### config.mk
export PLATFORM = sky130hd
export DESIGN_NAME = readout_packet_framer
export DESIGN_NICKNAME = d
export VERILOG_FILES = /design/src/rtl/readout_packet_framer.sv
export SDC_FILE = /design/constraint.sdc
export NUM_CORES = 1
export LEC_CHECK = 0
export ABC_AREA = 1
export CAP_MARGIN = 20
export CORE_MARGIN = 1.5
export CORE_UTILIZATION = 55
export DETAILED_ROUTE_END_ITERATION = 10
export PLACE_DENSITY = 0.84
export SLEW_MARGIN = 10
export SYNTH_ARGS = -nofsm -noshare
export SYNTH_HDL_FRONTEND = slang
export SYNTH_SLANG_ARGS = --single-unit
### constraint.sdc
create_clock -name clk -period 7.65 [get_ports clk]
set_input_delay 0.765 -clock clk [delete_from_list [all_inputs] [get_ports clk]]
set_output_delay 0.765 -clock clk [all_outputs]
set_load 0.1 [all_outputs]
### src/rtl/readout_packet_framer.sv
// Buffers sparse (index,data) readout entries in a FIFO and emits framed words
// (header, index/data pairs, XOR trailer) on a valid/ready stream.
module readout_packet_framer #(
  parameter int          ADDR_WIDTH  = 9,
  parameter int          DATA_WIDTH  = 32,
  parameter int          FIFO_AW     = 4,
  parameter int          MAX_ENTRIES = 8,
  parameter logic [7:0]  HEADER_TAG  = 8'hC5
) (
  input  logic                  clk,
  input  logic                  reset,
  input  logic [ADDR_WIDTH-1:0] packetIndex,
  input  logic [DATA_WIDTH-1:0] packetData,
  input  logic                  packetValid,
  input  logic                  flush,
  output logic [DATA_WIDTH-1:0] txData,
  output logic                  txValid,
  output logic                  txLast,
  input  logic                  txReady,
  output logic [15:0]           dropCount,
  output logic                  overflow
);
  localparam int DEPTH = 1 << FIFO_AW;
  localparam int CW    = FIFO_AW + 1;

  typedef struct packed {
    logic [ADDR_WIDTH-1:0] idx;
    logic [DATA_WIDTH-1:0] data;
  } entry_t;

  typedef enum logic [2:0] {IDLE, HEADER, INDEX, DATA, TRAILER} state_t;

  entry_t              mem [DEPTH];
  entry_t              head;
  logic [FIFO_AW-1:0]  wr_ptr, rd_ptr;
  logic [CW-1:0]       count;
  logic                full, push, pop, xfer, start;
  logic [7:0]          n_start, n_reg, rem;
  logic [DATA_WIDTH-1:0] csum;
  logic                flush_pending;
  state_t              state, state_nxt;

  assign full    = (count == CW'(DEPTH));
  // A full FIFO drops the entry even if a pop frees a slot this same cycle.
  assign push    = packetValid && !full;
  assign xfer    = txValid && txReady;
  assign pop     = xfer && (state == DATA);
  assign head    = mem[rd_ptr];
  assign start   = (state == IDLE) &&
                   ((int'(count) >= MAX_ENTRIES) || (flush_pending && (count != '0)));
  assign n_start = (int'(count) >= MAX_ENTRIES) ? 8'(MAX_ENTRIES) : 8'(count);

  always_ff @(posedge clk) begin
    if (push) mem[wr_ptr] <= '{idx: packetIndex, data: packetData};
  end

  always_ff @(posedge clk) begin
    if (reset) begin
      wr_ptr <= '0;
      rd_ptr <= '0;
      count  <= '0;
    end else begin
      if (push) wr_ptr <= wr_ptr + 1'b1;
      if (pop)  rd_ptr <= rd_ptr + 1'b1;
      count <= count + CW'(push) - CW'(pop);
    end
  end

  always_ff @(posedge clk) begin
    if (reset) begin
      dropCount <= '0;
      overflow  <= 1'b0;
    end else if (packetValid && full) begin
      overflow <= 1'b1;
      if (dropCount != 16'hFFFF) dropCount <= dropCount + 16'd1;
    end
  end

  // A new flush wins over the clear so push+flush in one cycle still frames.
  always_ff @(posedge clk) begin
    if (reset)                                   flush_pending <= 1'b0;
    else if (flush)                              flush_pending <= 1'b1;
    else if (state == IDLE && count == '0)       flush_pending <= 1'b0;
  end

  always_ff @(posedge clk) begin
    if (reset) begin
      n_reg <= '0;
      rem   <= '0;
      csum  <= '0;
    end else if (start) begin
      n_reg <= n_start;
      rem   <= n_start;
      csum  <= '0;
    end else if (xfer) begin
      if (state != TRAILER) csum <= csum ^ txData;
      if (state == DATA)    rem  <= rem - 8'd1;
    end
  end

  always_ff @(posedge clk) begin
    if (reset) state <= IDLE;
    else       state <= state_nxt;
  end

  always_comb begin
    state_nxt = state;
    case (state)
      IDLE:    if (start)   state_nxt = HEADER;
      HEADER:  if (txReady) state_nxt = INDEX;
      INDEX:   if (txReady) state_nxt = DATA;
      DATA:    if (txReady) state_nxt = (rem == 8'd1) ? TRAILER : INDEX;
      TRAILER: if (txReady) state_nxt = IDLE;
      default:              state_nxt = IDLE;
    endcase
  end

  // Words are derived from the FIFO head, which only moves on a DATA transfer,
  // so txData stays stable while stalled.
  always_comb begin
    txValid = 1'b0;
    txLast  = 1'b0;
    txData  = '0;
    case (state)
      HEADER: begin
        txValid = 1'b1;
        txData  = {HEADER_TAG, n_reg, 16'(head.idx)};
      end
      INDEX: begin
        txValid = 1'b1;
        txData  = {16'b0, 16'(head.idx)};
      end
      DATA: begin
        txValid = 1'b1;
        txData  = head.data;
      end
      TRAILER: begin
        txValid = 1'b1;
        txLast  = 1'b1;
        txData  = csum;
      end
      default: ;
    endcase
  end
endmodule

==> results.ini <==
[run_status]
status = completed

[drt]
vias = 22171
drtIter0Drc = 2930
route.detailed.drc = 0
drt_pass1_iterations = 7
vias_per_cell = 5.90
wire_per_inst_um = 21.2
drtAntennaViolNets = 0
wl_mm = 79.7

[logic_synthesis]
seq_area_frac_synth_pct = 69.2
synth_flop_cell = edfxtp_1
syn_area_per_cell_um2 = 10.6
syn_inst = 2901
synthArstFlopShare_pct = 0
synthXorXnorAreaFrac_pct = 0.0851
ys_ff_latch = 739
synthMuxAreaShare_pct = 0
synth_compound_area_share_pct = 5.96
synth_top_family_by_area = simple AND/OR/NAND/NOR gates
synth_area_mm2 = 0.0309
yosys.area_share.simple_pct = 19.3
synth_nets = 2963
synth_cell_types = 38
synth_edf_count = 656
ys_warn_count = 0
synth_fa_ha_area_share_pct = 0.672

[sta]
maxSlewViolCount = 0
period_needed_ns = 5.86
setup_violations = 0
rsz0062_at_grt = false
final_hold_viol_count = 0
fmax_ghz = 0.171
maxSlewHeadroom_pct = 20.6
post-route-period-util_pct = 76.7
tightest_slew_ns = 1.19
finalSetupTns_ns = 0
fin_skew_ns = 0.0194
setup_ws_ns = 1.79

[final_layout]
regMostFlops = mem
final_layout_size_suffix_gt1_share_pct = 5.70
final_cell_count_no_fill = 3755
largest_register_ffs = 656
largestRegisters = mem x656, csum x32, dropCount x16
syn_to_final_growth_pct = 12.4
nNetsFinal = 3012

[die]
die_area_mm2 = 0.0576
boundaryPins = 97
std_cell_rows = 86
initial_core_util_pct = 55.9
die_y_um = 240
coreArea_mm2 = 0.0553
die_width_um = 240

[global_route]
grt_max_degree = 206
first_global_vias = 21944
grt_pass1_wl_mm = 121
gr-total-overflow = 0
grt_usage_pct = 27.7
antenna_found_initial = 10

[worst_setup_path]
worstPathRequired_ns = 6.88
cp.arrival_ns = 5.10
cp_max_fo = 146
crit_buf_inv = 3
crit_top_cell = nand2_1
critical_path_class = flip-flop to primary output
cp_top_family = buffers and inverters
cp_num_cells = 11
path_cells = inv_6, buf_4, nand2_1, nand2_1, nand2_1, nand3_1, nand3_1, nand2_1, nand2_1, nand3_2, clkdlybuf4s50_1
cp-end-kind = primary output
crit_path_start_kind = flip-flop
regToRegSetupSlack_ns = 4.03
r2r_end = csum[0]
cpPeakStageDelay_ns = 1.29
endpoint = txData[7]
slowest_stage = clkdlybuf4s50_1
r2r_cells = 13

[power]
fin_total_pwr_w = 0.00970
powerDensity_mw_per_mm2 = 279
power_leakage_nw = 12.6
worst_ir_drop_vdd_v = 0.000150

[clock_tree]
clk_path_buf_depth = 3
htreeDepth = 3
cts_tree = built
clk_pin_slew_ns = 0.06
cts_setup_buffers = 0
post_cts_resized = 0
insertion_delay_ns = 0.61
clockRootBuffer = clkbuf_16
cts_buffers = 72
ctsHoldBuffers = 0
clkSinkCount = 739

[placed_design]
dp_worst_setup_slack_ns = 2.57
placed_cells = 3623
dp_hpwl_mm = 41.0
place.port_buffers = 96
gp_congestion = 0.869

[run]
maxCapViolCount = 0

[min_path]
hold_path_class = flip-flop to flip-flop

worst reg2reg max path: cells and delay by family, from the launching register on:
family	cells	cell delay, ns
buf+inv	2	1.70
simple gates	11	1.21
flops	1	0.59
routing by layer:
| layer | wire length [um] | vias up | share of wire (%) | global-route usage (%) |
|---|---|---|---|---|
| li1 | - | 9971 | - | - |
| met1 | 28100 | 10432 | 35 | 34.6 |
| met2 | 38100 | 1438 | 48 | 45.1 |
| met3 | 9390 | 320 | 12 | 6.00 |
| met4 | 4080 | 10 | 5.1 | 15.5 |
| met5 | 61 | - | 0.076 | 0 |
area by class of cell:
type / count / area [um2]
Sequential cell: 739 / 21400
Multi-Input combinational cell: 1813 / 8160
Clock inverter: 29 / 244
Timing Repair Buffer: 130 / 1270
Tap cell: 748 / 936
Inverter: 194 / 736
Antenna cell: 5 / 12.5
Fill cell: 3968 / 20600
Clock buffer: 97 / 2000
how the worst min path moves through the flow:
stage	startpoint	slack, ns	cells after the start	end
after floorplan	rem[7]	0.42	1	rem[7]
after global placement	rem[7]	0.44	1	rem[7]
after detailed placement	overflow	0.46	1	overflow
after CTS	csum[18]	0.47	2	csum[18]
after global routing	rem[7]	0.50	1	rem[7]
final	csum[18]	0.47	2	csum[18]
cell usage after synthesis (2+ instances only):
master,number,share of area (%)
a211oi_1,2,0.049
a31oi_1,3,0.061
nand2_1,664,8.1
nand4_1,5,0.10
a21oi_1,55,0.89
o22ai_1,7,0.14
o211ai_1,37,0.90
o21ai_0,226,3.7
buf_4,2,0.049
buf_1,31,0.38
clkinv_1,2,0.024
nor4_1,3,0.061
buf_2,41,0.66
nor3_1,8,0.13
inv_1,188,2.3
nor3b_1,4,0.097
edfxtp_1,656,64
ha_1,15,0.61
nand2_2,3,0.061
o31ai_1,2,0.049
xor2_1,2,0.057
o21ai_1,8,0.13
nor2_1,450,5.5
nand3_2,10,0.32
dfxtp_1,83,5.4
inv_2,4,0.049
buf_6,13,0.47
o21a_1,2,0.049
nand3_1,301,4.9
clkbuf_1,66,0.80
power by group:
| group | switching (W) | total [W] | internal [W] | leakage (nW) |
|---|---|---|---|---|
| Sequential | 0.0000780 | 0.00464 | 0.00456 | 6.60 |
| Clock | 0.00145 | 0.00342 | 0.00197 | 1.10 |
| Combinational | 0.00125 | 0.00165 | 0.000398 | 4.89 |
| Total | 0.00278 | 0.00970 | 0.00692 | 12.6 |
stage by stage:
stage          instance area [um2]  util [%]  hold slack, ns
2_1_floorplan                30900         -           0.422
3_3_place_gp                 32500      58.7           0.438
3_5_place_dp                 32500      58.7           0.459
4_1_cts                      34700      62.7           0.471
5_1_grt                      34700      62.8           0.498
6_report                     34700      62.8           0.469
cell usage in the layout (no fill, tap or decap), types with 10 or more instances in the layout:
master,count
nor2_4,18
a21oi_1,55
inv_1,186
o21ai_0,226
nor2_1,433
edfxtp_1,656
clkinv_1,15
nand3_2,10
nand3_1,301
o211ai_1,37
clkbuf_1,18
buf_4,30
clkdlybuf4s50_1,96
nand2_1,664
ha_1,15
dfxtp_1,79
clkbuf_16,75
kinds of logic (layout without fill, tap and decap cells):
kind of cell             count (synthesis)  in the layout
AND/OR/NAND/NOR                       1451           1451
flip-flops                             739            739
buffers and inverters                  349            450
AO/OA/AOI/OAI                          343            343
adder cells (fa/ha/maj)                 16             16
XOR/XNOR                                 3              3
other                                    0              5
Power figures use the tool's default switching activity.
